## config.mk

```make
export PLATFORM = sky130hd
export DESIGN_NAME = rom
export DESIGN_NICKNAME = d
export VERILOG_FILES = /design/src/rtl/rom.sv
export SDC_FILE = /design/constraint.sdc
export NUM_CORES = 1
export LEC_CHECK = 0
export BUFFER_PORTS_ARGS = -buffer_cell sky130_fd_sc_hd__buf_4
export CORE_AREA = 4 4 41 43
export CTS_BUF_LIST = sky130_fd_sc_hd__clkbuf_4 sky130_fd_sc_hd__clkbuf_8
export DETAILED_ROUTE_END_ITERATION = 10
export DIE_AREA = 0 0 45 47
export GPL_ROUTABILITY_DRIVEN = 1
export PLACE_DENSITY = 0.7
export SLEW_MARGIN = 10
export SYNTH_ARGS = -nofsm -noshare
export SYNTH_HDL_FRONTEND = slang
export SYNTH_SLANG_ARGS = --single-unit
```

## constraint.sdc

```tcl
create_clock -name clk -period 1.45 [get_ports clk]
set_input_delay 0.3625 -clock clk [delete_from_list [all_inputs] [get_ports clk]]
set_output_delay 0.3625 -clock clk [all_outputs]
set_load 0.03 [all_outputs]
```

## src/rtl/rom.sv

```systemverilog
// 16-word x 16-bit constant lookup table with a registered output.
// One read per clock; reset clears the output register.
module rom (
  input  logic        clk,
  input  logic        rst,
  input  logic [3:0]  addr,
  output logic [15:0] out
);

  logic [15:0] word;

  always_comb begin
    word = 16'h0000;
    unique case (addr)
      4'h0: word = 16'h5601;
      4'h1: word = 16'h3401;
      4'h2: word = 16'h1202;
      4'h3: word = 16'h7803;
      4'h4: word = 16'h0A04;
      4'h5: word = 16'hBC05;
      4'h6: word = 16'hDE06;
      4'h7: word = 16'hF007;
      4'h8: word = 16'h1108;
      4'h9: word = 16'h2209;
      4'hA: word = 16'h330A;
      4'hB: word = 16'h440B;
      4'hC: word = 16'h550C;
      4'hD: word = 16'h660D;
      4'hE: word = 16'h770E;
      4'hF: word = 16'h5401;
      default: word = 16'h0000;
    endcase
  end

  // Reset wins over the read; addr is ignored while rst is high.
  always_ff @(posedge clk) begin
    if (rst) out <= 16'h0000;
    else     out <= word;
  end

endmodule

```

==> summary.md <==
| Metric | Value |
|---|---|
| Sequential element share of the synthesized area | `42.4%` |
| Relative contribution of the clock network to total power | `32.5%` |
| I/O pin cnt | `22` |
| Final period utilization | `75.2%` |
| Kind of cell with the highest combined delay on the critical path | `flip-flops` |
| Hpwl dp | `714 µm` |
| Die Y | `47 µm` |
| Endpoint arrival time on the critical path | `0.73 ns` |
| Cell type contributing the most total cell area after synthesis | `sky130_fd_sc_hd__dfxtp_1` |
| Nets@finish | `91` |
| Number of buffers inserted for hold repair after clock tree synthesis | `0` |
| Clk sink count | `12` |
| CP Cell Sequence | `buf_4` |
| Least setup slack across all paths after layout | `0.360 ns` |
| Final Hold Fails | `0` |
| Die Width | `45 µm` |
| Cell with the largest stage delay on the worst path | `sky130_fd_sc_hd__dfxtp_1` |
| Areal power density over the cells | `1100 nW/µm²` |
| Number of antenna violations at the first check in global routing | `0` |
| Post-route total power | `780 µW` |
| Setup TNS | `0 ns` |
| Share of total power in sequential cells | `45.6%` |
| CTS tree | `built` |
| Hold Path Origin | `addr[0]` |
| Max-capacitance violation count | `0` |
| Result of the run | `complete, no violations` |
| Number of warnings printed during yosys synthesis | `0` |
| Buffer cell driving the clock tree root | `sky130_fd_sc_hd__clkbuf_4` |
| Aggregate global routing overflow | `0` |
| Pin count of the biggest net entering global routing | `16` |
| Routed length per instance | `10.2 µm` |
| Share of post-route cells with drive strength above 1 | `28.6%` |
| Net switching component of the power | `217 µW` |
| Post-synthesis async set-or-reset flop share | `0%` |
| Switching share of total power | `27.8%` |
| CP bufs+invs | `1` |
| Largest buffer count on any clock path | `2` |
| Worst hold-check slack | `0.323 ns` |
| Biggest area contributors in the synthesized netlist | `sky130_fd_sc_hd__dfxtp_1, sky130_fd_sc_hd__ha_1, sky130_fd_sc_hd__a21oi_1` |
| Portion of total power attributed to combinational logic | `21.9%` |
| Largest fanout on the critical path | `1` |
| Routed vias/inst | `4.46` |
| Worst Path Class, Setup | `register to output port` |
| Drt first pass iters | `3` |
| Element type at the critical path start | `register` |
| Detailed-route via count | `410` |
| Vias in the first global route | `320` |
| Setup slack after placement | `0.131 ns` |
| Most flops, register | `out` |
| Area of the core region | `1300 µm²` |
| Largest register FFs | `12` |
| Internal power contribution | `563 µW` |
| Fmax | `917 MHz` |
| Endpoint, Worst Hold | `out[8]$_SDFF_PP0_` |
| Nature of the critical path endpoint | `output port` |
| Weighted congestion at the end of routability-driven global placement | `0.774` |
| Number of cells upsized or downsized after cts | `0` |
| Drt initial violations | `6` |
| Mean area per synthesized cell | `9.45 µm²` |
| Mapped Cells | `60` |
| Count of distinct cell types in the synthesized netlist | `20` |
| Post-layout minimum cycle time | `1.09 ns` |
| Cell area after synthesis | `567 µm²` |
| Clock transition at path regs | `0.07 ns` |
| Number of fill cells | `122` |
| Required time at the worst-slack endpoint | `1.09 ns` |
| Number of nets still failing antenna checks after routing | `0` |
| Maximum VDD drop | `0.000496 V` |
| Number of diodes added for antenna fixing | `0` |
| CP Depth | `1` |
| Number of rows in the core area | `13` |
| CTS H-Tree Depth | `1` |
| Total Die Area | `2120 µm²` |
| Largest registers ranked by flip-flop count | `out (12)` |
| Final setup vio count | `0` |
| Commonest register cell after synthesis | `sky130_fd_sc_hd__dfxtp_1` |
| Number of I/O port buffers | `17` |
| Reported leakage power | `0.350 nW` |
| Number of cells traversed by the worst hold path | `2` |
| Effective utilization at floorplan | `43.6%` |
| RSZ-0062 raised after global routing | `no` |
| First-pass GRT wire length | `1.39 mm` |
| GRT Resource Usage Total | `9.36%` |
| Post-synth EDFFs | `0` |
| Post CTS Setup Buffer Count | `0` |
| Synth Register Bits | `12` |
| Slowest cell delay on critical path | `0.31 ns` |
| TritonCTS buffer count | `3` |
| Pins Over Slew Limit | `0` |
| Worst min-delay path category | `input pin to register` |
| Number of remaining DRC errors | `0` |
| Post-synth top area share | `42.4%` |
| WL final | `937 µm` |
| Synthesis-to-finish area growth | `25.4%` |
[final cells by class]
class                   count  area, µm²  area share, %
repair buffers             17        128           18.0
flip-flops and latches     12        240           33.8
well taps                  15       18.8           2.64
multi-input cells          42        280           39.4
inverters                   2       7.51           1.06
clock buffers               4       36.3           5.11
[layout by cell type (no fill, tap or decap)]
master                      count
sky130_fd_sc_hd__nand2b_1       3
sky130_fd_sc_hd__a211oi_1       1
sky130_fd_sc_hd__nor2_1         5
sky130_fd_sc_hd__inv_1          2
sky130_fd_sc_hd__mux2i_1        2
sky130_fd_sc_hd__a2111oi_2      1
sky130_fd_sc_hd__dfxtp_1       12
sky130_fd_sc_hd__o21ai_1        1
sky130_fd_sc_hd__nand3_1        1
sky130_fd_sc_hd__o21a_1         2
sky130_fd_sc_hd__a21oi_1        9
sky130_fd_sc_hd__clkbuf_4       3
sky130_fd_sc_hd__nand2_1        4
sky130_fd_sc_hd__o31ai_1        1
sky130_fd_sc_hd__conb_1         4
sky130_fd_sc_hd__nor3_1         1
sky130_fd_sc_hd__clkbuf_8       1
sky130_fd_sc_hd__buf_4         17
sky130_fd_sc_hd__ha_1           7
[logic make-up after synthesis]
| kind of cell | Yosys count | share of synthesized area (%) |
|---|---|---|
| fa+ha+maj | 7 | 15.5 |
| compound gates | 15 | 16.8 |
| other cells | 1 | 0.662 |
| simple gates | 14 | 11.0 |
| flops | 12 | 42.4 |
| mux | 2 | 3.53 |
| buf+inv | 9 | 10.2 |
[stage by stage]
stage	area [µm²]	cells	utilization [%]
global placement	674	88	51.8
global route	711	92	54.6
detailed placement	674	88	51.8
floorplan	578	63	-
CTS	711	92	54.6
finish	711	92	54.6
[layer usage]
layer	up-vias	part of all wire, %	track usage, %
met4	0	1.9	5.26
li1	226	-	-
met3	2	7.9	3.45
met1	166	45	11.3
met5	-	0	0
met2	16	45	14.4
[how the worst max path moves through the flow]
stage,from,endpoint,slack (ns)
global route,out[13]$_SDFF_PP0_,out[13],0.32
finish,out[2]$_SDFF_PP0_,out[2],0.36
detailed placement,addr[0],out[10]$_SDFF_PP0_,0.13
floorplan,addr[0],out[10]$_SDFF_PP0_,0.34
global placement,addr[0],out[10]$_SDFF_PP0_,0.15
CTS,out[2]$_SDFF_PP0_,out[2],0.35
[synth_stat cells, drive strengths merged, types with 2 or more instances]
library cell / number
mux2i: 2
inv: 2
a21oi: 9
buf: 6
dfxtp: 12
nand2b: 3
ha: 7
nor2: 5
nand2: 4
o21a: 2
[power by group through the flow]
stage	combinational [mW]	sequential [mW]	clock, mW
floorplan	0.0789	0.408	0
global placement	0.171	0.363	0
detailed placement	0.171	0.364	0
CTS	0.172	0.356	0.260
global route	0.186	0.357	0.278
finish	0.171	0.356	0.254
Power figures use the tool's default switching activity.
